$ cat src/rtl/crc_pkg.sv
// -----------------------------------------------------------------------------
// crc_pkg
// Shared definitions for the Ethernet CRC-32 stream engine: CRC constants,
// the byte / CRC word types carried on the stream, and the engine state
// encoding. No ports; imported by every other file of the block.
// -----------------------------------------------------------------------------
package crc_pkg;

    localparam int CRC_WIDTH = 32;

    typedef logic [CRC_WIDTH-1:0] crc_t;
    typedef logic [7:0]           byte_t;

    typedef enum logic [1:0] {
        ST_IDLE,
        ST_ACCUM,
        ST_HOLD
    } state_t;

    localparam crc_t POLY        = 32'h04C11DB7;
    localparam crc_t CRC_INIT    = 32'hFFFFFFFF;
    localparam crc_t CRC_XOROUT  = 32'hFFFFFFFF;
    localparam crc_t CRC_RESIDUE = 32'hDEBB20E3;

    // Bit-reverse a CRC word; used to derive the LSB-first polynomial.
    function automatic crc_t reflect32(input crc_t v);
        crc_t r;
        for (int i = 0; i < CRC_WIDTH; i++) begin
            r[i] = v[CRC_WIDTH-1-i];
        end
        return r;
    endfunction

    // Reflected-in/out CRC shifts LSB first, so the register works with the
    // bit-reversed polynomial (0xEDB88320).
    localparam crc_t POLY_REFL = reflect32(POLY);

endpackage

$ cat src/rtl/crc32_stream_if.sv
// -----------------------------------------------------------------------------
// crc32_stream_if
// Bundles the byte stream input (s_*) and the CRC result output (m_*) of
// crc32_stream.
//   s_data  [DATA_WIDTH]  stream data, lane i = bits [8i+7:8i], lane 0 first
//   s_keep  [DATA_BYTES]  per-lane byte valid
//   s_valid / s_ready     beat handshake
//   s_last                final beat of frame
//   m_crc   [32]          final CRC, bits [7:0] transmitted first
//   m_crc_ok              residue check passed (frame + FCS error-free)
//   m_valid / m_ready     result handshake
// Modports: master = stream source / result sink, slave = CRC engine.
// -----------------------------------------------------------------------------
interface crc32_stream_if
    import crc_pkg::*;
#(
    parameter int DATA_WIDTH = 32
) ();

    localparam int DATA_BYTES = DATA_WIDTH / 8;

    logic [DATA_WIDTH-1:0] s_data;
    logic [DATA_BYTES-1:0] s_keep;
    logic                  s_valid;
    logic                  s_last;
    logic                  s_ready;

    crc_t                  m_crc;
    logic                  m_crc_ok;
    logic                  m_valid;
    logic                  m_ready;

    modport master (
        output s_data, s_keep, s_valid, s_last, m_ready,
        input  s_ready, m_crc, m_crc_ok, m_valid
    );

    modport slave (
        input  s_data, s_keep, s_valid, s_last, m_ready,
        output s_ready, m_crc, m_crc_ok, m_valid
    );

endinterface

$ cat src/rtl/crc32_byte_update.sv
// -----------------------------------------------------------------------------
// crc32_byte_update
// Combinational one-byte step of the reflected Ethernet CRC-32.
//   crc_in   [32]  running CRC register value
//   data     [8]   byte to fold in
//   en             1 = fold the byte in, 0 = pass crc_in through unchanged
//   crc_out  [32]  updated CRC
// -----------------------------------------------------------------------------
module crc32_byte_update
    import crc_pkg::*;
(
    input  crc_t  crc_in,
    input  byte_t data,
    input  logic  en,
    output crc_t  crc_out
);

    crc_t crc_upd;

    always_comb begin
        // Reflected input: the byte enters at the LSB end and is shifted
        // out first.
        crc_upd = crc_in ^ {{(CRC_WIDTH-8){1'b0}}, data};
        for (int b = 0; b < 8; b++) begin
            crc_upd = crc_upd[0] ? ((crc_upd >> 1) ^ POLY_REFL) : (crc_upd >> 1);
        end
        crc_out = en ? crc_upd : crc_in;
    end

endmodule

$ cat src/rtl/crc32_stream.sv
// -----------------------------------------------------------------------------
// crc32_stream
// Streaming Ethernet CRC-32 (FCS) generator / checker. Folds in up to
// DATA_BYTES bytes per clock and presents one result per frame.
//   i_clk      clock, all logic on rising edge
//   i_reset_n  asynchronous active-low reset
//   bus        crc32_stream_if.slave (stream in, result out)
// DATA_WIDTH: 32 or 64.
// -----------------------------------------------------------------------------
module crc32_stream
    import crc_pkg::*;
#(
    parameter int DATA_WIDTH = 32
) (
    input  logic               i_clk,
    input  logic               i_reset_n,
    crc32_stream_if.slave      bus
);

    localparam int DATA_BYTES = DATA_WIDTH / 8;

    state_t state;
    state_t state_next;
    crc_t   crc_reg;
    crc_t   crc_next;
    crc_t   crc_out_reg;
    logic   crc_ok_reg;
    logic   ready_en;
    logic   accept;
    logic   last_accept;

    // Lane chain: lane 0 sees the register, each later lane sees its
    // predecessor, so enabled lanes are folded in ascending order and
    // cleared lanes are transparent.
    for (genvar i = 0; i < DATA_BYTES; i++) begin : g_lane
        crc_t lane_in;
        crc_t lane_out;

        if (i == 0) begin : g_first
            assign lane_in = crc_reg;
        end else begin : g_next
            assign lane_in = g_lane[i-1].lane_out;
        end

        crc32_byte_update u_update (
            .crc_in  (lane_in),
            .data    (bus.s_data[8*i +: 8]),
            .en      (bus.s_keep[i]),
            .crc_out (lane_out)
        );
    end

    assign crc_next = g_lane[DATA_BYTES-1].lane_out;

    // ready_en keeps s_ready low during reset and raises it on the first
    // edge after release. In HOLD the result slot is only freed when the
    // consumer takes it, so input is throttled to m_ready.
    assign bus.s_ready = ready_en && ((state != ST_HOLD) || bus.m_ready);
    assign accept      = bus.s_valid && bus.s_ready;
    assign last_accept = accept && bus.s_last;

    assign bus.m_valid  = (state == ST_HOLD);
    assign bus.m_crc    = crc_out_reg;
    assign bus.m_crc_ok = crc_ok_reg;

    always_comb begin
        state_next = state;
        case (state)
            ST_IDLE, ST_ACCUM: begin
                if (accept) begin
                    state_next = bus.s_last ? ST_HOLD : ST_ACCUM;
                end
            end
            ST_HOLD: begin
                // An accepted beat here implies m_ready, so the current
                // result is consumed on the same edge.
                if (accept) begin
                    state_next = bus.s_last ? ST_HOLD : ST_ACCUM;
                end else if (bus.m_ready) begin
                    state_next = ST_IDLE;
                end
            end
            default: state_next = ST_IDLE;
        endcase
    end

    always_ff @(posedge i_clk or negedge i_reset_n) begin
        if (!i_reset_n) begin
            state    <= ST_IDLE;
            ready_en <= 1'b0;
        end else begin
            state    <= state_next;
            ready_en <= 1'b1;
        end
    end

    // ---- accumulate stage: running CRC, reloaded as the frame closes ----
    always_ff @(posedge i_clk or negedge i_reset_n) begin
        if (!i_reset_n) begin
            crc_reg <= CRC_INIT;
        end else if (accept) begin
            crc_reg <= bus.s_last ? CRC_INIT : crc_next;
        end
    end

    // ---- result stage: only written on a closing beat, so it stays put
    // while the consumer stalls ----
    always_ff @(posedge i_clk or negedge i_reset_n) begin
        if (!i_reset_n) begin
            crc_out_reg <= '0;
            crc_ok_reg  <= 1'b0;
        end else if (last_accept) begin
            crc_out_reg <= crc_next ^ CRC_XOROUT;
            crc_ok_reg  <= (crc_next == CRC_RESIDUE);
        end
    end

endmodule

$ cat src/flat_wrapper.sv
// flat-port wrapper written by rule: the top's interface ports become plain ports
module crc32_stream_flat import crc_pkg::*;
#(
    parameter int DATA_WIDTH = 32
)
  (i_clk, i_reset_n, bus_s_data, bus_s_keep, bus_s_valid, bus_s_last, bus_m_ready, bus_s_ready, bus_m_crc, bus_m_crc_ok, bus_m_valid);
  crc32_stream_if #(.DATA_WIDTH(DATA_WIDTH)) bus_i ();
  input  logic i_clk;
  input  logic i_reset_n;
  input wire logic [$bits(bus_i.s_data)-1:0] bus_s_data;
  input wire logic [$bits(bus_i.s_keep)-1:0] bus_s_keep;
  input wire logic [$bits(bus_i.s_valid)-1:0] bus_s_valid;
  input wire logic [$bits(bus_i.s_last)-1:0] bus_s_last;
  input wire logic [$bits(bus_i.m_ready)-1:0] bus_m_ready;
  output wire logic [$bits(bus_i.s_ready)-1:0] bus_s_ready;
  output wire logic [$bits(bus_i.m_crc)-1:0] bus_m_crc;
  output wire logic [$bits(bus_i.m_crc_ok)-1:0] bus_m_crc_ok;
  output wire logic [$bits(bus_i.m_valid)-1:0] bus_m_valid;
  assign bus_i.s_data = bus_s_data;
  assign bus_i.s_keep = bus_s_keep;
  assign bus_i.s_valid = bus_s_valid;
  assign bus_i.s_last = bus_s_last;
  assign bus_i.m_ready = bus_m_ready;
  assign bus_s_ready = bus_i.s_ready;
  assign bus_m_crc = bus_i.m_crc;
  assign bus_m_crc_ok = bus_i.m_crc_ok;
  assign bus_m_valid = bus_i.m_valid;
  crc32_stream #(.DATA_WIDTH(DATA_WIDTH)) u_core (.i_clk(i_clk), .i_reset_n(i_reset_n), .bus(bus_i));
endmodule
$ cat config.mk
export PLATFORM = sky130hd
export DESIGN_NAME = crc32_stream_flat
export DESIGN_NICKNAME = d
export VERILOG_FILES = /design/src/rtl/crc_pkg.sv /design/src/rtl/crc32_stream_if.sv /design/src/rtl/crc32_byte_update.sv /design/src/rtl/crc32_stream.sv /design/src/flat_wrapper.sv
export SDC_FILE = /design/constraint.sdc
export NUM_CORES = 1
export LEC_CHECK = 0
export CELL_PAD_IN_SITES_DETAIL_PLACEMENT = 1
export CELL_PAD_IN_SITES_GLOBAL_PLACEMENT = 1
export CORE_AREA = 5 5 142 144
export DETAILED_ROUTE_END_ITERATION = 10
export DIE_AREA = 0 0 147 149
export HOLD_SLACK_MARGIN = 0.15
export PLACE_DENSITY_LB_ADDON = 0.1
export SLEW_MARGIN = 0
export SYNTH_ARGS = -nofsm -noshare
export SYNTH_HDL_FRONTEND = slang
export SYNTH_SLANG_ARGS = --single-unit
$ cat constraint.sdc
create_clock -name i_clk -period 7.35 [get_ports i_clk]
set_input_delay 1.47 -clock i_clk [delete_from_list [all_inputs] [get_ports i_clk]]
set_output_delay 1.47 -clock i_clk [all_outputs]
set_load 0.005 [all_outputs]
* Word level (Yosys, flattened, before mapping)
Cells that the tools add are included.
** Word-level totals
- Register bits :: 68
- Input port bits :: 41
- Output and inout bits :: 35
- Logic and storage cells :: 97
** Operators by class
- Equal/unequal tests :: 6
- Multiplexer cells :: 42
- Bitwise gates (word level) :: 37
- Reduce and logical (&&, ||, !) cells :: 7
** Operators with widths (number)
- $mux W32 :: 37
- $not A13 Y14 :: 32
- $xor A32 B8 Y32 :: 4
- $eq A32 B32 Y1 const B :: 1
- $not A32 Y32 :: 1
- $mux W2 :: 4
- $pmux W2 S2 :: 1
- $logic_and A1 B1 Y1 :: 3
- $ne A3 B2 Y1 const B :: 1
- $eq A2 B1 Y1 const B :: 1
- $eq A2 B2 Y1 const B :: 1
- $logic_not A2 Y1 :: 1
- $ne A2 B1 Y1 const B :: 1
- $ne A2 B2 Y1 const B :: 1
- $reduce_and A2 Y1 :: 1
- $reduce_or A2 Y1 :: 1
- $logic_or A1 B1 Y1 :: 1

* Logic depth before layout (Yosys ltp)
Gate-level depths: netlist (run 1).
- Word-level depth :: 73
- Mapped depth :: 21
- Mapped depth without buffers :: 17

* Hierarchy
Synthesis (run 1) repeated with hierarchy kept, for this count alone.
** Unflattened totals
- Cells, all modules :: 703
- Area, all modules :: 8488.1 sq um
** Modules (own cells, without submodules)
- crc32_byte_update :: instances 4, cells an instance 107, area an instance 1345.0 sq um
- crc32_stream :: instances 1, cells an instance 275, area an instance 3108.0 sq um

* Worst setup path before layout (run 1)
No wires, ideal clock.
- Kind :: input port to flip-flop
- Start point :: input bus_s_data[7]
- End point :: register u_core.crc_ok_reg (netlist: u_core.bus.m_crc_ok)
- Setup time :: 0.092 ns
- Arrival time :: 6.755 ns
- Data required time :: 7.258 ns
- Setup slack :: 0.503 ns
- Stages :: 18
- Buffers on the path :: 1
- Path through :: xnor2_2 xnor3_2 mux2i_1 nand4_4 xnor2_1 mux2_2 or4_4 buf_6 xor3_2 mux2i_1 nand4b_4 xor2_4 xor2_2 xnor3_1 mux2_4 nand4b_1 or3_1 o31ai_2
** On the way
- Word-level cells in the longest chain between the ends :: 54
- Elaborated cells between the ends (all ways) :: 66
** RTL lines
- start: declaration :: line flat_wrapper.sv:10 : input wire logic [$bits(bus_i.s_data)-1:0] bus_s_data;
- $xor A32 B8 Y32 (*) :: line crc32_byte_update.sv:23 : crc_upd = crc_in ^ {{(CRC_WIDTH-8){1'b0}}, data};
- $mux W32 (*) :: line crc32_byte_update.sv:25 : crc_upd = crc_upd[0] ? ((crc_upd >> 1) ^ POLY_REFL) : (crc_upd >> 1);
- $not A13 Y14 (no source line)
- $mux W32 (*) (7 in a row) :: line crc32_byte_update.sv:25
- $mux W32 (*) :: line crc32_byte_update.sv:27 : crc_out = en ? crc_upd : crc_in;
- $xor A32 B8 Y32 :: line crc32_byte_update.sv:23
- $not A13 Y14 (no source line)
- $mux W32 :: line crc32_byte_update.sv:25
- [... 27 more ...]
- $xor A32 B8 Y32 :: line crc32_byte_update.sv:23
- $mux W32 (5 in a row) :: line crc32_byte_update.sv:25
- $not A13 Y14 (no source line)
- $mux W32 :: line crc32_byte_update.sv:25
- $not A13 Y14 (no source line)
- $mux W32 (2 in a row) :: line crc32_byte_update.sv:25
- $mux W32 (*) :: line crc32_byte_update.sv:27
- $eq A32 B32 Y1 (*) :: line crc32_stream.sv:114 : crc_ok_reg <= (crc_next == CRC_RESIDUE);
- end signal: assignment :: line crc32_stream.sv:114
- end: declaration :: line crc32_stream.sv:27 : logic crc_ok_reg;
Every way passes the cells marked *; elsewhere a longest branch is shown, timed or not.
A chain may end at the register's enable or synchronous reset.

* Worst setup path in the final report (run 1)
- Start point :: input bus_s_data[4]
- End point :: register u_core.crc_ok_reg (netlist: u_core.bus.m_crc_ok)
** On the way
- Word-level cells in the longest chain between the ends :: 54
- Elaborated cells between the ends (all ways) :: 68
** RTL lines (line)
- $xor A32 B8 Y32 (*) :: crc32_byte_update.sv:23
- $mux W32 (*) (5 in a row) :: crc32_byte_update.sv:25
- $not A13 Y14 (no source line)
- $mux W32 (*) :: crc32_byte_update.sv:25
- $not A13 Y14 (no source line)
- $mux W32 (*) (2 in a row) :: crc32_byte_update.sv:25
- $mux W32 (*) :: crc32_byte_update.sv:27
- $xor A32 B8 Y32 :: crc32_byte_update.sv:23
- [... 30 more ...]
- $not A13 Y14 (no source line)
- $mux W32 :: crc32_byte_update.sv:25
- $not A13 Y14 (no source line)
- $mux W32 (3 in a row) :: crc32_byte_update.sv:25
- $not A13 Y14 (no source line)
- $mux W32 (2 in a row) :: crc32_byte_update.sv:25
- $mux W32 (*) :: crc32_byte_update.sv:27
- $eq A32 B32 Y1 (*) :: crc32_stream.sv:114
Marked as above.

==> results of run 1 <==
[metrics by stage]
stage               hold slack (ns)  TNS, ns  instances
finish                       0.4868        0       1278
global route                 0.5231        0       1278
CTS                          0.4885        0       1277
detailed placement           0.4750  -0.1174       1261
global placement             0.4675        0       1261
floorplan                    0.4551        0        919
[layer usage]
layer	vias to the layer above	GRT usage
met5	-	0
met4	0	0.09040
met1	3779	0.3773
met3	46	0.03130
li1	3495	-
met2	205	0.4902
[worst max-delay path, cell delays in order]
cell             delay (ns)
clkdlybuf4s50_1        0.60
xnor3_1                0.38
xnor3_1                0.36
mux2_2                 0.41
a21boi_0               0.33
nor3_1                 0.11
mux2_2                 0.28
or4_4                  0.55
xnor2_1                0.19
a21oi_1                0.20
xnor2_2                0.54
xor2_4                 0.19
xnor3_1                0.46
xnor3_1                0.35
a21oi_1                0.23
nand3_1                0.09
or3_1                  0.37
o31ai_2                0.21
[cell type report]
| type | count | area (sq um) |
|---|---|---|
| Clock buffer | 9 | 225.2 |
| Clock inverter | 7 | 76.32 |
| Fill cell | 2113 | 8158 |
| Inverter | 4 | 15.01 |
| Multi-Input combinational cell | 795 | 6700 |
| Sequential cell | 68 | 1742 |
| Tap cell | 234 | 292.8 |
| Timing Repair Buffer | 161 | 1371 |
[worst paths after layout]
kind | from | slack [ns] | end
setup / recovery | bus_s_data[4] | 0.27 | u_core.bus.m_crc_ok$_DFFE_PN0P_
hold / removal | u_core.bus.m_crc[16]$_DFFE_PN0P_ | 0.49 | u_core.bus.m_crc[16]$_DFFE_PN0P_
setup reg to reg | u_core.crc_reg[2]$_DFFE_PN1P_ | 1.34 | u_core.bus.m_crc_ok$_DFFE_PN0P_
hold reg to reg | u_core.bus.m_crc[16]$_DFFE_PN0P_ | 0.49 | u_core.bus.m_crc[16]$_DFFE_PN0P_
max in group asynchronous | i_reset_n | 5.49 | u_core.bus.m_crc[29]$_DFFE_PN0P_
min in group asynchronous | i_reset_n | 1.32 | u_core.state[0]$_DFFE_PN0P_
[placed cells by master, fill, tap and decap left out, types with 13 or more instances in the layout]
cell type        instances
o22a_1                  15
buf_4                   86
o21ai_0                 43
dfstp_2                 32
xor2_1                  53
a21oi_1                 66
nand2_1                 66
mux2i_1                 49
dfrtp_1                 36
nor2_1                  89
xnor3_1                 41
clkdlybuf4s50_1         70
xnor2_1                131
nor3_1                  18
nand3_1                 13
mux2_2                  29
[what timing repair did]
action	4_1_cts	5_1_grt
setup endpoints to repair	0	1
gates resized for setup	0	2
buffers inserted	0	1
endpoints found under the hold margin	0	0
[cell families after synthesis]
kind of cell           Yosys count  share of synthesized area
other                            1                  0.0004331
multiplexers                    83                     0.1040
XOR/XNOR                       253                     0.3633
AND/OR/NAND/NOR                264                     0.1549
AO/OA/AOI/OAI                  194                     0.1499
flip-flops                      68                     0.2012
buffers and inverters           56                    0.02630
==> summary.txt, run 1 <==
GRT
  • Global-route wire length before repair: 48.11 mm
  • Total grt overflow: 0
  • Largest net degree at the start of global routing: 69
  • Vias in the first global route: 8,112
  • GRT Overall Usage: 0.2848
  • Antenna violations before repair: 0

Setup path
  • Reg2Reg Depth: 19
  • Crit-path max FO: 5
  • Crit path capture type: flip-flop
  • Data arrival, critical path: 7.32 ns
  • Critical path type: in -> reg
  • Crit start category: primary input
  • CP required: 7.59 ns

Logic synthesis
  • Share of the synthesized area in the top cell type: 0.1335
  • Post-Syn Area: 8658 sq um
  • Top cells by count, synth: xnor2_1 (132), nor2_1 (89), a21oi_1 (66), nand2_1 (66), xor2_1 (53)
  • Count leader, synth: xnor2_1
  • #FFs+latches synth: 68
  • Post-Syn Instances: 919
  • Cell accounting for the most synthesized area: xnor2_1
  • Synth cell types: 79
  • Register area share after synthesis: 0.2012
  • Fraction of registers with async set/reset: 1.000
  • Mean Syn Cell Area: 9.421 sq um
  • Post-synth EDFFs: 0
  • Top cells by area, synth: xnor2_1 (13%), xnor3_1 (11%), dfrtp_1 (10%)
  • Syn_nets: 960
  • YS warnings: 0
  • Top FF cell, synth: dfrtp_1

Clock tree
  • Clock slew at reported path FFs: 0.06 ns
  • H-Tree Depth: 3
  • Clock buffer depth: 2
  • Hold_buf cts: 0
  • Num CTS Buffers: 9
  • CTS Root Cell: clkbuf_16
  • CTS tree: done
  • Clock latency at the later pin of the worst-skew pair: 0.33 ns
  • Clk sinks: 68

Drt
  • M1 WL: 14.08 mm
  • WL met3: 1.425 mm
  • Highest routed layer: met4
  • Initial drt markers: 450
  • Detail Route Antenna Nets: 0
  • WL met2: 15.00 mm
  • Wire per inst: 24.66 um
  • Vias/cell: 5.888
  • Drt first pass iters: 5
  • Residual DRC: 0
  • Drt total wl: 31.51 mm
  • Vias post-DR: 7,525

STA
  • FMAX: 141.2 MHz
  • RSZ-0062 raised after global routing: no
  • Fin. max-slew vios: 0
  • Worst Clk Skew: 0.006418 ns
  • Tcrit/Tclk final: 0.9637
  • Worst setup margin: 0.2665 ns
  • Fin crit period: 7.083 ns
  • Final hold violations: 0
  • Worst rel slew slack: 0.2318
  • Final setup viols: 0
  • Worst-margin pin slew: 1.150 ns

Place
  • Pre-CTS setup slack: -0.1174 ns
  • Port-buffer cells: 75
  • Post-DP HPWL: 25.61 mm
  • Area after DPL: 10,100 sq um
  • Final RePlAce weighted congestion: 0.9346

Job
  • Max-cap violations: 0

Hold path
  • Hold Path Class: reg -> reg
  • Hold depth: 2

Finish
  • Area Overhead vs Synth: 20.38%
  • Layout net count: 1,080
  • Share of cells above drive strength 1: 0.2021
  • Post-route cell area: 10,420 sq um
  • Number of diodes: 0
  • Core Util, Final: 0.5609

Outcome
  • Status: finished, final reports clean

Floorplan
  • DIE HEIGHT: 149 um
  • FP Rows: 50
  • Die X: 147 um
  • Initial cell density of the core: 0.4660
  • Placeable Area: 18,580 sq um
  • Die Area: 21,900 sq um
  • Boundary pin count: 76
Power of run 1 is not shown: default switching activity piles up to over one toggle a cycle in this logic, so the estimate is an artifact.
==> run 2: changes to the inputs <==
- CORE_AREA: 5 5 142 144 -> 5 5 138 140
- DIE_AREA: 0 0 147 149 -> 0 0 143 145
- RECOVER_POWER: unset -> 50
- clock period: 7.35 -> 8.82 ns (I/O delays scaled with it)
==> run 2 against run 1 <==
  * The run now ends with max-capacitance violations, max-slew violations left
  * Clock skew down 0.00069 ns
  * Critical path type unchanged
  * Count of clock-buffer cells in the layout up 5
  * Worst hold slack better by 0.0030 ns
  * Cell count is 5.2% lower
  * Largest cell class unchanged
==> summary.txt, run 2 (synthesis gave the netlist of run 1 again) <==
Drt
  • Wire per inst: 25.35 um (+2.8%)
  • Drt total wl: 30.73 mm (-2.5%)
  • Detail Route Antenna Nets: 0 (unchanged)
  • Residual DRC: 0 (unchanged)
  • Drt first pass iters: 5 (unchanged)
  • Vias/cell: 6.061 (+2.9%)
  • Vias post-DR: 7,346 (-2.4%)
  • Initial drt markers: 508 (+13%)

STA
  • Worst rel slew slack: -1.328 (-1.560)
  • RSZ-0062 raised after global routing: no
  • Worst Clk Skew: 0.005724 ns (-0.0006940 ns)
  • Fin. max-slew vios: 69 (+69)
  • FMAX: 120.3 MHz
  • Fin crit period: 8.314 ns
  • Final setup viols: 0 (unchanged)
  • Tcrit/Tclk final: 0.9426
  • Worst-margin pin slew: 3.493 ns (+2.343 ns)
  • Final hold violations: 0 (unchanged)
  • Setup TNS: 0 ns (unchanged)

Floorplan
  • Initial cell density of the core: 0.4887 (+0.02267)
  • Die X: 143 um (-2.7%)
  • DIE HEIGHT: 145 um (-2.7%)
  • Placeable Area: 17,720 sq um (-4.6%)
  • Boundary pin count: 76 (unchanged)
  • Die Area: 20,740 sq um (-5.3%)
  • FP Rows: 49 (-2.0%)

Place
  • Post-DP HPWL: 24.56 mm (-4.1%)
  • Final RePlAce weighted congestion: 0.9153 (-2.1%)
  • Port-buffer cells: 75 (unchanged)

Clock tree
  • Hold_buf cts: 0 (unchanged)
  • Setup bufs post-CTS: 0 (unchanged)
  • Clock latency at the later pin of the worst-skew pair: 0.33 ns (about the same)
  • CTS Root Cell: clkbuf_16
  • CTS tree: done
  • Num CTS Buffers: 9 (unchanged)
  • Clock slew at reported path FFs: 0.05 ns (about the same)
  • Clock buffer depth: 2 (unchanged)
  • Clk sinks: 68 (unchanged)
  • H-Tree Depth: 3 (unchanged)
  • Post-CTS resize count: 0 (unchanged)

Hold path
  • Hold depth: 2 (unchanged)
  • Hold Path Class: reg -> reg

Finish
  • Most common cell after layout, fill and taps aside: xnor2_1
  • Number of diodes: 0 (unchanged)
  • Layout net count: 1,019 (-5.6%)
  • Area Overhead vs Synth: 15.10%
  • Core Util, Final: 0.5625 (+0.001517)
  • Fill cells: 1,977 (-6.4%)
  • Most frequent cells in the layout: xnor2_1 (132), nor2_1 (89), nand2_1 (66), a21oi_1 (66)
  • Share of cells above drive strength 1: 0.1475 (-0.05460)

GRT
  • Vias in the first global route: 7,536 (-7.1%)
  • Largest net degree at the start of global routing: 69 (unchanged)
  • Total grt overflow: 0 (unchanged)
  • GRT Overall Usage: 0.2941 (+0.009251)
  • Global-route wire length before repair: 47.02 mm (-2.3%)
  • Antenna violations before repair: 0 (unchanged)

Setup path
  • CP peak stage delay: 0.70 ns (+0.10 ns)
  • CP dominant cell by count: xnor3_1
  • Crit start category: primary input
  • Critical path type: in -> reg
  • Data arrival, critical path: 8.55 ns (+1.23 ns)
  • Reg2Reg Depth: 17 (-2)
  • CP Buf/Inv Count: 1 (unchanged)
  • Cell family with the largest share of critical-path delay: XOR/XNOR gates
  • Crit path max-delay cell type: xnor3_1
  • Crit-path max FO: 14 (+9)
  • CP required: 9.05 ns (+1.46 ns)
  • Crit-path cells: clkdlybuf4s50_1 -> xnor2_4 -> xor3_1 -> mux2i_2 -> xnor3_1 -> xnor3_1 -> o21ai_4 -> xnor3_2 -> xor3_2 -> mux2i_1 -> nand4b_4 -> xor2_4 -> xor2_2 -> xnor3_1 -> mux2_4 -> nand4b_1 -> or3_1 -> o31ai_2
  • Crit path capture type: flip-flop
  • WP depth: 18 (unchanged)

Job
  • Max-cap violations: 1 (+1)

Outcome
  • Violated checks: max-capacitance violations, max-slew violations
  • Status: finished with violations
[run 2: area by class of cell]
class,instances,area [sq um],share of cell area
Tap cell,229,286.5,0.02875
Sequential cell,68,1742,0.1748
Clock buffer,14,285.3,0.02863
Clock inverter,2,38.79,0.003892
Timing Repair Buffer,100,909.6,0.09127
Multi-Input combinational cell,795,6689,0.6712
Inverter,4,15.01,0.001507
[run 2: stage by stage]
step / worst slack (ns) / hold WS [ns] / instances / area [sq um]
after global routing: 0.1463 / 0.5130 / 1212 / 9966
after CTS: 0.5244 / 0.4991 / 1212 / 9970
after floorplan: 1.679 / 0.4551 / 919 / 8658
after global placement: 0.3196 / 0.4670 / 1196 / 9646
final: 0.5063 / 0.4897 / 1212 / 9966
after detailed placement: 0.1737 / 0.4827 / 1196 / 9646
[run 2: routing by layer]
layer | share of wire | wire length [um] | track usage | vias up
met2 | 0.48 | 14800 | 0.4814 | 211
met4 | 0.025 | 770 | 0.07605 | 0
met3 | 0.041 | 1256 | 0.02534 | 36
met5 | 0 | 0 | 0 | -
li1 | - | - | - | 3387
met1 | 0.45 | 13900 | 0.4192 | 3712
[run 2: final timing paths]
path	end	start	slack, ns
max	u_core.bus.m_crc_ok$_DFFE_PN0P_	bus_s_data[5]	0.51
min reg2reg	u_core.bus.m_crc[10]$_DFFE_PN0P_	u_core.bus.m_crc[10]$_DFFE_PN0P_	0.49
min	u_core.bus.m_crc[10]$_DFFE_PN0P_	u_core.bus.m_crc[10]$_DFFE_PN0P_	0.49
max reg2reg	u_core.bus.m_crc_ok$_DFFE_PN0P_	u_core.crc_reg[5]$_DFFE_PN1P_	1.89
max in group asynchronous	u_core.bus.m_crc[6]$_DFFE_PN0P_	i_reset_n	4.12
min in group asynchronous	u_core.bus.m_crc[1]$_DFFE_PN0P_	i_reset_n	2.71
[run 2: worst min-delay path, cell delays in order, from the launching register on]
cell and delay, ns:
dfrtp_1 0.34, nand2_1 0.05, o21ai_0 0.06
Power of run 2 is left out for the same reason.
